[config.mk]
export PLATFORM = sky130hd
export DESIGN_NAME = dcm_responder
export DESIGN_NICKNAME = d
export VERILOG_FILES = /design/src/rtl/dcm_pkg.sv /design/src/rtl/dcm_popcount.sv /design/src/rtl/dcm_responder.sv
export SDC_FILE = /design/constraint.sdc
export NUM_CORES = 1
export LEC_CHECK = 0
export ABC_AREA = 1
export CAP_MARGIN = 20
export CORE_ASPECT_RATIO = 1.75
export CORE_MARGIN = 2
export CORE_UTILIZATION = 47
export CTS_CLUSTER_SIZE = 24
export DETAILED_ROUTE_END_ITERATION = 16
export HOLD_SLACK_MARGIN = 0.02
export PLACE_DENSITY = 0.77
export SLEW_MARGIN = 10
export SYNTH_ARGS = -nofsm -noshare
export SYNTH_HDL_FRONTEND = slang
export SYNTH_SLANG_ARGS = --single-unit
export TNS_END_PERCENT = 10
[constraint.sdc]
create_clock -name clk_in -period 4.7 [get_ports clk_in]
set_input_delay 0.705 -clock clk_in [delete_from_list [all_inputs] [get_ports clk_in]]
set_output_delay 0.705 -clock clk_in [all_outputs]
set_load 0.01 [all_outputs]
[src/rtl/dcm_pkg.sv]
// dcm_pkg: definitions shared by the DCM measurement blocks.
//   state_t          responder handshake / measurement state
//   TDL_WIDTH_DEF    default number of delay-line taps per snapshot
//   LOG2_AVG_DEF     default log2 of snapshots averaged per measurement
//   POP_W_DEF        popcount width for the default tap count
//   pop_width()      popcount width for an arbitrary tap count
package dcm_pkg;

  localparam int TDL_WIDTH_DEF = 20;
  localparam int LOG2_AVG_DEF  = 3;

  // A popcount of w bits ranges 0..w, so it needs clog2(w+1) bits.
  function automatic int pop_width(input int w);
    return $clog2(w + 1);
  endfunction

  localparam int POP_W_DEF = $clog2(TDL_WIDTH_DEF + 1);

  typedef enum logic [2:0] {
    IDLE = 3'd0,
    ARM  = 3'd1,
    MEAS = 3'd2,
    CONV = 3'd3,
    DONE = 3'd4,
    REL  = 3'd5
  } state_t;

endpackage

[src/rtl/dcm_popcount.sv]
// dcm_popcount: purely combinational population count of a TDL snapshot.
//   WIDTH   parameter, number of taps
//   bits    input  [WIDTH-1:0]            snapshot
//   count   output [clog2(WIDTH+1)-1:0]   number of ones in bits
module dcm_popcount #(
  parameter int WIDTH = 20
) (
  input  logic [WIDTH-1:0]             bits,
  output logic [$clog2(WIDTH+1)-1:0]   count
);

  localparam int POP_W = $clog2(WIDTH + 1);

  // Running partial sums; partial[i] holds the ones in bits[i-1:0].
  logic [POP_W-1:0] partial [WIDTH+1];

  assign partial[0] = '0;

  for (genvar gi = 0; gi < WIDTH; gi++) begin : g_sum
    assign partial[gi+1] = partial[gi] + POP_W'(bits[gi]);
  end

  assign count = partial[WIDTH];

endmodule

[src/rtl/dcm_responder.sv]
// dcm_responder: measurement side of the controller/DCM request-ready-finish
// handshake. Averages 2^LOG2_AVG snapshots of the selected TDL phase and
// returns the half-up rounded average as a thermometer code.
//   clk_in    clock, rising edge
//   rstn      synchronous active-low reset
//   request   start a measurement (taken only in IDLE)
//   pos_neg   phase select latched with request: 0 = tap_pos, 1 = tap_neg
//   finish    controller has consumed theta
//   tap_pos   high-phase snapshot, one per cycle
//   tap_neg   low-phase snapshot, one per cycle
//   theta     averaged thermometer code, held until the next conversion
//   ready     result valid (state DONE)
//   meas_sel  latched phase select of the current transaction
module dcm_responder
  import dcm_pkg::*;
#(
  parameter int TDL_WIDTH = TDL_WIDTH_DEF,
  parameter int LOG2_AVG  = LOG2_AVG_DEF
) (
  input  logic                 clk_in,
  input  logic                 rstn,
  input  logic                 request,
  input  logic                 pos_neg,
  input  logic                 finish,
  input  logic [TDL_WIDTH-1:0] tap_pos,
  input  logic [TDL_WIDTH-1:0] tap_neg,
  output logic [TDL_WIDTH-1:0] theta,
  output logic                 ready,
  output logic                 meas_sel
);

  localparam int POP_W = pop_width(TDL_WIDTH);
  localparam int ACC_W = POP_W + LOG2_AVG;
  localparam int CNT_W = LOG2_AVG + 1;
  localparam logic [CNT_W-1:0] NUM_SAMPLES = CNT_W'(2 ** LOG2_AVG);
  localparam logic [ACC_W-1:0] HALF        = ACC_W'(2 ** (LOG2_AVG - 1));

  state_t                 state_reg, state_next;
  logic [TDL_WIDTH-1:0]   snap_reg;
  logic [ACC_W-1:0]       acc_reg;
  logic [CNT_W-1:0]       cnt_reg;
  logic                   meas_sel_reg;
  logic [TDL_WIDTH-1:0]   theta_reg;

  logic [POP_W-1:0]       pop_count;
  logic [ACC_W-1:0]       rounded;
  logic [POP_W-1:0]       avg;
  logic [TDL_WIDTH-1:0]   therm_next;

  dcm_popcount #(.WIDTH(TDL_WIDTH)) u_popcount (
    .bits  (snap_reg),
    .count (pop_count)
  );

  // acc <= 2^LOG2_AVG * TDL_WIDTH, so adding half an LSB still fits in ACC_W.
  assign rounded = acc_reg + HALF;
  assign avg     = POP_W'(rounded >> LOG2_AVG);

  for (genvar gi = 0; gi < TDL_WIDTH; gi++) begin : g_therm
    assign therm_next[gi] = (avg > POP_W'(gi));
  end

  // State register
  always_ff @(posedge clk_in) begin
    if (!rstn) begin
      state_reg <= IDLE;
    end else begin
      state_reg <= state_next;
    end
  end

  // Next-state logic
  always_comb begin
    state_next = state_reg;
    unique case (state_reg)
      IDLE:    if (request)               state_next = ARM;
      ARM:     if (!request)              state_next = MEAS;
      // One extra MEAS cycle after the last addition lets the final sum settle.
      MEAS:    if (cnt_reg == NUM_SAMPLES) state_next = CONV;
      CONV:                               state_next = DONE;
      DONE:    if (finish)                state_next = REL;
      REL:     if (!finish)               state_next = IDLE;
      default:                            state_next = IDLE;
    endcase
  end

  // Output logic
  always_comb begin
    ready = 1'b0;
    if (state_reg == DONE) begin
      ready = 1'b1;
    end
  end

  assign theta    = theta_reg;
  assign meas_sel = meas_sel_reg;

  // Datapath: snapshot, accumulator, sample counter, result register.
  always_ff @(posedge clk_in) begin
    if (!rstn) begin
      snap_reg     <= '0;
      acc_reg      <= '0;
      cnt_reg      <= '0;
      meas_sel_reg <= 1'b0;
      theta_reg    <= '0;
    end else begin
      // The snapshot loads every cycle; the one captured on ARM->MEAS is the first summed.
      snap_reg <= meas_sel_reg ? tap_neg : tap_pos;

      if (state_reg == IDLE && request) begin
        meas_sel_reg <= pos_neg;
      end

      if (state_reg == ARM && !request) begin
        acc_reg <= '0;
        cnt_reg <= '0;
      end else if (state_reg == MEAS && cnt_reg != NUM_SAMPLES) begin
        acc_reg <= acc_reg + ACC_W'(pop_count);
        cnt_reg <= cnt_reg + CNT_W'(1);
      end

      if (state_reg == CONV) begin
        theta_reg <= therm_next;
      end
    end
  end

endmodule

# == After elaboration in Yosys (flattened, before gate mapping) ==
# Cells that the tools add are included.
# word_totals
regBits,56
inputBits,45
out_inout_bits,22
word_cells,76
# op_classes
addsub,22
n_lt_le_gt_ge,20
eq_ne,12
n_mux,8
n_bitwise,1
n_reduce_logical,7
# op_table
cell,n
$add 5x1->5,18
$gt 5x4->1 const B,8
$gt 5x3->1 const B,4
$gt 5x5->1 const B,4
$mux 20,1
$pmux 3 s6,1
$mux 3,5
$gt 5x1->1 const B,2
$gt 5x2->1 const B,2
$ne 2x2->1 const B,5
$add 8x3->8 const B,1
$add 8x5->8,1
$eq 3x2->1 const B,2
$eq 3x3->1 const B,2
$reduce_and 5->1,1
$add 4x1->4 const B,1
$eq 4x4->1 const B,1
$ne 4x4->1 const B,1
$eq 3x1->1 const B,1
$logic_and 1x1->1,3
$logic_not 3->1,1
$add 1x1->2,1
$reduce_or 2->1,1
$logic_not 1->1,1
2 further kinds,2

# == Logic depth before layout (Yosys ltp) ==
# Gate-level depths: netlist of the first run.
# depth
word_depth,20
depth_mapped,21
mapped_depth_nobuf,21

# == Modules after synthesis ==
# A second synthesis of the first run with hierarchy kept.
# hier_totals
cells_unflattened,414
area_unflattened_um2,3076.7
# modules_own_cells
module,n_inst,cells_each,area_per_inst_um2,seq_area_each_um2
dcm_responder,1,355,2561.2,1121.1
dcm_popcount,1,59,515.5,0.0

# == Worst setup path before layout of the first run ==
# No wires, ideal clock.
# synth_timing
path_type,register -> register
start,reg snap_reg[2]
end,reg acc_reg[3]
setup_ns,0.056
arrival_time_ns,4.730
t_required_ns,4.644
setup_slack_ns,-0.086
stages_incl_launch_ff,18
path_buffers,0
synth_period_minus_slack_ns,4.786
path_cell_list,dfxtp_1 > inv_1 > fa_1 > fa_1 > fa_1 > fa_1 > fa_1 > fa_1 > fa_1 > xnor2_1 > ha_1 > nand2_1 > nand2_1 > a31o_2 > or2_2 > nand3_1 > nand2_1 > inv_1
# synth_via
elab_chain_cells,19
# synth_rtl
item,line_no,text
start: declaration,dcm_responder.sv:39,logic [TDL_WIDTH-1:0] snap_reg;
start signal: assignment,dcm_responder.sv:108,snap_reg <= meas_sel_reg ? tap_neg : tap_pos;
$add 5x1->5 (18 in series),dcm_popcount.sv:20,assign partial[gi+1] = partial[gi] + POP_W'(bits[gi]);
$add 8x5->8,dcm_responder.sv:118,acc_reg <= acc_reg + ACC_W'(pop_count);
end signal: assignment,dcm_responder.sv:118,
end: declaration,dcm_responder.sv:40,logic [ACC_W-1:0] acc_reg;
# Every way passes these cells.
# A chain may end at the register's enable or synchronous reset.

# == Final worst setup path of the first run ==
# layout_timing
start,reg snap_reg[7]
end,reg acc_reg[3]
# layout_via
elab_chain_cells,14
# layout_rtl
item,line_no
$add 5x1->5 (13 in series),dcm_popcount.sv:20
$add 8x5->8,dcm_responder.sv:118
# Every way passes these cells.

==> impl_metrics.csv, run 1 <==
group,metric,value,unit
global_routing,grt_overflow,0,
route,vias,2885,
sta,worst_slew_pin_slew,0.965,ns
critical_path,worst-path-max-fanout,3,
route,drt_iter0_markers,139,
global_routing,busiest_layer,"met2",
synthesis,synth-main-ff-cell,"dfxtp_1",
sta,slew_viol_final,0,
critical_path,crit_path_start_kind,"flip-flop",
floorplan,rows,40,
clocking,hold_buffers,0,
global_routing,track_usage,0.202,
synthesis,synthMostInstantiatedCell,"nand2_1",
place,gp_congestion,0.889,
global_routing,grt_use_met2,0.359,
route,detail-route-antenna-nets,0,
power,peakVddDrop,403,µV
clocking,ctsRootBufferMaster,"clkbuf_16",
clocking,cts.sinks,56,
synthesis,yosys-top-cells-count,"nand2_1 (66), nor2_1 (63), inv_1 (62), dfxtp_1 (56), o21ai_0 (33)",
layout,syn_to_final_growth,27.7,%
global_routing,grt_pass1_vias,2880,
place,dpl-instance-area,0.00397,mm²
sta,fin_skew,0.00543,ns
critical_path,critPathCaptureType,"flip-flop",
layout,antennaDiodeCount,0,
power,leakagePower,1.83,nW
synthesis,synth_edf_count,0,
clocking,htree_levels,2,
synthesis,ys_seq_elements,56,
synthesis,synth.distinct_cells,39,
critical_path,crit_required,4.95,ns
clocking,cts_tree,"built",
route,drc_errors,0,
status,outcome,"finished, violations left",
synthesis,yosysTopAreaCellShare,0.342,
synthesis,synth_nets,506,
sta,final.min_clock_period,4.77,ns
place,io_buffers,66,
sta,finalSetupViolations,3,
synthesis,syn_area_per_cell,7.61,µm²
synthesis,synth_area_leaders,"dfxtp_1 (34%), fa_1 (8.5%), nand2_1 (7.6%)",
min_path,min_path_type,"reg2reg",
sta,rsz0062_at_grt,"true",
status,violations,"negative setup slack",
global_routing,grt.met1_usage,0.228,
sta,clock.fmax,209,MHz
clocking,clk-insertion-delay-late,0.30,ns
global_routing,antenna_found_initial,0,
global_routing,grt_max_degree,33,
floorplan,ios,67,
sta,hold_viol_final,0,
floorplan,die_x,67.1,µm
layout,nets,568,
synthesis,postSynthCellCount,431,
synthesis,yosysWarningCount,0,
place,pre_cts_ws,-0.107,ns
route,wl_per_cell,11.7,µm
sta,period_share,1.02,
critical_path,arrival,5.02,ns
power,p_total,2.68,mW
floorplan,die_area,0.00769,mm²
global_routing,grt_pass1_wl,12200,µm
synthesis,async_flop_share,0,
clocking,clk_pin_slew,0.07,ns
sta,max-slew-margin-rel,0.354,
route,first_pass_iters,4,
route,viasPerCell,4.99,
sta,fin_ws,-0.0750,ns
route,routed_wl,6780,µm
clocking,cts-buffers-inserted,5,
sta,setup_tns,-0.103,ns
place,dp_hpwl,5340,µm
job,cap_violations,0,
layout,design_area,0.00419,mm²
global_routing,grt_use_met3,0.0472,
floorplan,floorplan.initialDensity,0.482,
clocking,cts_buffer_depth,2,
power,cellPowerDensity,640,mW/mm²
floorplan,die_y,115,µm
layout,drive_gt1_frac,0.113,
floorplan,core_area,0.00681,mm²
synthesis,yosysTopAreaCell,"dfxtp_1",
critical_path,crit_type,"reg2reg",
synthesis,ys_seq_area_frac,0.342,
synthesis,synth_area,0.00328,mm²
==> critical path: stages (launching register included) <==
cell     delay (ns)
dfxtp_1        0.32
inv_1          0.05
fa_1           0.49
fa_1           0.57
fa_1           0.44
fa_1           0.51
fa_1           0.43
fa_2           0.37
fa_2           0.36
xnor2_1        0.14
ha_1           0.33
nand2_1        0.07
nand2_1        0.06
a31o_2         0.22
or2_4          0.23
nand3_2        0.05
nand2_1        0.04
inv_1          0.04
==> metal layers <==
metal | vias to the layer above | part of all wire
met5 | - | 0
met4 | 0 | 0.021
met3 | 10 | 0.048
met2 | 62 | 0.53
met1 | 1319 | 0.40
li1 | 1494 | -
==> path summary, 6_finish.rpt <==
check	from	endpoint	slack, ns	depth (start not counted)
worst max-delay path	snap_reg[7]$_SDFF_PN0_	acc_reg[3]$_SDFFE_PP0P_	-0.07	17
worst min-delay path	theta[10]$_SDFFE_PN0N_	theta[10]$_SDFFE_PN0N_	0.47	2
worst max register to register	snap_reg[7]$_SDFF_PN0_	acc_reg[3]$_SDFFE_PP0P_	-0.07	17
worst min register to register	theta[10]$_SDFFE_PN0N_	theta[10]$_SDFFE_PN0N_	0.47	2
==> through the flow <==
stage,utilization,std cells,hold slack [ns]
after CTS,0.615,578,0.474
after floorplan,-,431,0.460
after global placement,0.584,570,0.458
final,0.615,578,0.471
after detailed placement,0.584,570,0.462
after global routing,0.615,578,0.484
==> power by group <==
group	leakage, nW	switching [mW]	internal, mW
Combinational	1.28	0.866	0.730
Sequential	0.458	0.0646	0.536
Clock	0.0944	0.176	0.307
==> timing repair <==
action | 4_1_cts | 5_1_grt
setup endpoints to repair | 5 | 6
pin swaps | 1 | 4
gates resized for setup | 5 | 2
buffers inserted | 0 | 0
==> layout make-up <==
| type | instances | area [µm²] |
|---|---|---|
| multi-input combinational | 292 | 1820 |
| clock buffer | 5 | 125 |
| tap | 84 | 105 |
| clock inverter | 3 | 68.8 |
| sequential | 56 | 1120 |
| inverter | 69 | 262 |
| timing repair buffer | 69 | 683 |
| fill | 610 | 2620 |
==> cell usage in the layout, fill, tap and decap left out, types with 4 or more instances in the layout <==
master | netlist | layout
nand2_1 | 66 | 66
clkdlybuf4s50_1 | 0 | 66
nor2_1 | 63 | 63
inv_1 | 62 | 61
dfxtp_1 | 56 | 56
o21ai_0 | 33 | 32
a21oi_1 | 24 | 24
nand3_1 | 20 | 17
ha_1 | 16 | 16
fa_1 | 14 | 11
nand2_2 | 9 | 9
nand4_1 | 8 | 8
inv_2 | 6 | 7
nand3_2 | 3 | 6
o21ai_1 | 4 | 5
clkbuf_16 | 0 | 5
nor2_4 | 4 | 4
==> cells by family after synthesis <==
kind of cell               synth area share
and+or+nand+nor                       0.261
buffers and inverters                 0.110
AOI/OAI and AO/OA                     0.130
DFF                                   0.342
adders and majority gates             0.147
xor gates and xnor gates             0.0107
No activity file was read; power rests on OpenSTA's default activity.
==> run 2: changes to the inputs <==
==> constraint.sdc (replaced) <==
create_clock -name clk_in -period 4.7 [get_ports clk_in]
set_input_delay 0.94 -clock clk_in [delete_from_list [all_inputs] [get_ports clk_in]]
set_output_delay 0.94 -clock clk_in [all_outputs]
set_load 0.01 [all_outputs]
==> impl_metrics.csv, run 2 (same netlist as run 1, synthesis figures left out) <==
group,metric,value,unit
power,seq_power_share,0.228,
sta,hold_viol_final,0,
layout,drive_gt1_frac,0.123,
power,leakagePower,1.82,nW
route,highest_layer,"met4",
floorplan,die_area,0.00769,mm²
sta,fin_ws,-0.0625,ns
sta,max-slew-margin-rel,0.570,
min_path,min_path_type,"reg2reg",
min_path,min_path_cells,2,
floorplan,floorplan.initialDensity,0.482,
clocking,clk-insertion-delay-late,0.30,ns
route,viasPerCell,5.05,
global_routing,track_usage,0.203,
critical_path,critPathMaxStageDelay,0.55,ns
sta,clock.fmax,210,MHz
power,cellPowerDensity,638,mW/mm²
critical_path,path_common_cell,"fa_1",
floorplan,core_area,0.00681,mm²
sta,finalSetupViolations,2,
sta,fin_skew,0.00790,ns
route,first_pass_iters,5,
place,dp_hpwl,5470,µm
clocking,clk_pin_slew,0.07,ns
status,violations,"negative setup slack",
sta,period_share,1.01,
layout,antennaDiodeCount,0,
clocking,ctsRootBufferMaster,"clkbuf_16",
power,peakVddDrop,549,µV
place,io_buffers,66,
floorplan,die_y,115,µm
critical_path,crit_path_start_kind,"flip-flop",
clocking,cts_buffer_depth,2,
critical_path,crit_chain,"inv_1, fa_1, fa_1, fa_1, fa_1, fa_1, fa_2, fa_2, xnor2_1, ha_1, nand2_1, nand2_1, a31o_2, or2_4, nand3_2, nand2_1, inv_1",
critical_path,cp_slowest_cell,"fa_1",
power,swShare,0.428,
layout,design_area,0.00416,mm²
clocking,cts.sinks,56,
sta,slew_viol_final,0,
place,placedCellCount,571,
job,cap_violations,0,
power,pwr-share-comb,0.631,
power,intPower,1.52,mW
power,p_sw,1.14,mW
critical_path,worst-path-max-fanout,3,
sta,final.min_clock_period,4.76,ns
route,vias,2928,
global_routing,grt_pass1_vias,2957,
power,p_clk_frac,0.142,
sta,rsz0062_at_grt,"true",
clocking,htree_levels,2,
critical_path,crit_required,4.95,ns
global_routing,grt_max_degree,33,
route,wl_met2,3730,µm
sta,worst_slew_pin_slew,0.644,ns
route,detail-route-antenna-nets,0,
sta,setup_tns,-0.0633,ns
clocking,cts-buffers-inserted,5,
layout,layout_common_cells,"clkdlybuf4s50_1 (66), nand2_1 (65), nor2_1 (63)",
place,gp_congestion,0.883,
critical_path,arrival,5.01,ns
layout,fill_cells,625,
floorplan,ios,67,
clocking,cts_tree,"built",
critical_path,critPathCaptureType,"flip-flop",
global_routing,grt_overflow,0,
critical_path,crit_type,"reg2reg",
floorplan,die_x,67.1,µm
route,route.met3.wl,325,µm
route,routed_wl,6940,µm
route,wl_per_cell,12.0,µm
layout,final_common_cell,"clkdlybuf4s50_1",
place,dpl-instance-area,0.00398,mm²
critical_path,rr_worst_depth,17,
global_routing,grt_pass1_wl,12200,µm
status,outcome,"finished, violations left",
route,drt_iter0_markers,109,
layout,finalCoreUtilization,0.611,
route,wl_met1,2730,µm
route,drc_errors,0,
layout,nets,570,
global_routing,antenna_found_initial,0,
layout,fin_cells,580,
layout,syn_to_final_growth,26.9,%
floorplan,rows,40,
==> run 2: worst max-delay path, delay by kind of cell (launching register included) <==
| kind | cells | cell delay [ns] |
|---|---|---|
| AOI/OAI and AO/OA | 1 | 0.23 |
| and+or+nand+nor | 5 | 0.45 |
| adders and majority gates | 8 | 3.47 |
| buffers and inverters | 2 | 0.09 |
| xor gates and xnor gates | 1 | 0.14 |
| DFF | 1 | 0.32 |
==> run 2: what timing repair did <==
item | CTS | global route
gates resized for setup | 7 | 2
hold buffers | 0 | 0
pin swaps | 2 | 4
endpoints found under the setup margin | 5 | 7
buffers inserted | 0 | 1
==> run 2: area by class of cell <==
type | instances | area, µm² | share of cell area
repair buffers | 71 | 698 | 0.168
clock buffers | 5 | 125 | 0.0301
clock inverters | 3 | 21.3 | 0.00511
multi-input cells | 292 | 1830 | 0.439
inverters | 69 | 262 | 0.0629
well taps | 84 | 105 | 0.0253
flip-flops and latches | 56 | 1120 | 0.270
==> run 2: metrics by stage <==
| stage | hold slack, ns | setup WS (ns) | total power, mW |
|---|---|---|---|
| after global placement | 0.458 | -0.0385 | 2.05 |
| after floorplan | 0.460 | 0.0155 | 1.74 |
| after CTS | 0.470 | -0.0617 | 2.57 |
| after detailed placement | 0.459 | -0.134 | 2.13 |
| final | 0.467 | -0.0625 | 2.65 |
| after global routing | 0.492 | -0.243 | 2.91 |
==> run 2: final timing paths <==
kind | startpoint | endpoint | slack (ns)
worst max-delay path | snap_reg[2]$_SDFF_PN0_ | acc_reg[3]$_SDFFE_PP0P_ | -0.06
worst min-delay path | theta[10]$_SDFFE_PN0N_ | theta[10]$_SDFFE_PN0N_ | 0.47
worst max register to register | snap_reg[2]$_SDFF_PN0_ | acc_reg[3]$_SDFFE_PP0P_ | -0.06
worst min register to register | theta[10]$_SDFFE_PN0N_ | theta[10]$_SDFFE_PN0N_ | 0.47
==> run 2: power groups by stage <==
stage                     logic (mW)  clock network [mW]  registers, mW
after floorplan                 1.15                   0          0.589
after global placement          1.44                   0          0.609
after detailed placement        1.52                   0          0.613
after CTS                       1.59               0.383          0.603
after global routing            1.90               0.397          0.613
final                           1.67               0.376          0.604
==> run 2: layer usage <==
layer | global-route usage | vias to the layer above
met2 | 0.364 | 62
met3 | 0.0452 | 13
met5 | 0 | -
met1 | 0.224 | 1359
met4 | 0.0830 | 0
li1 | - | 1494
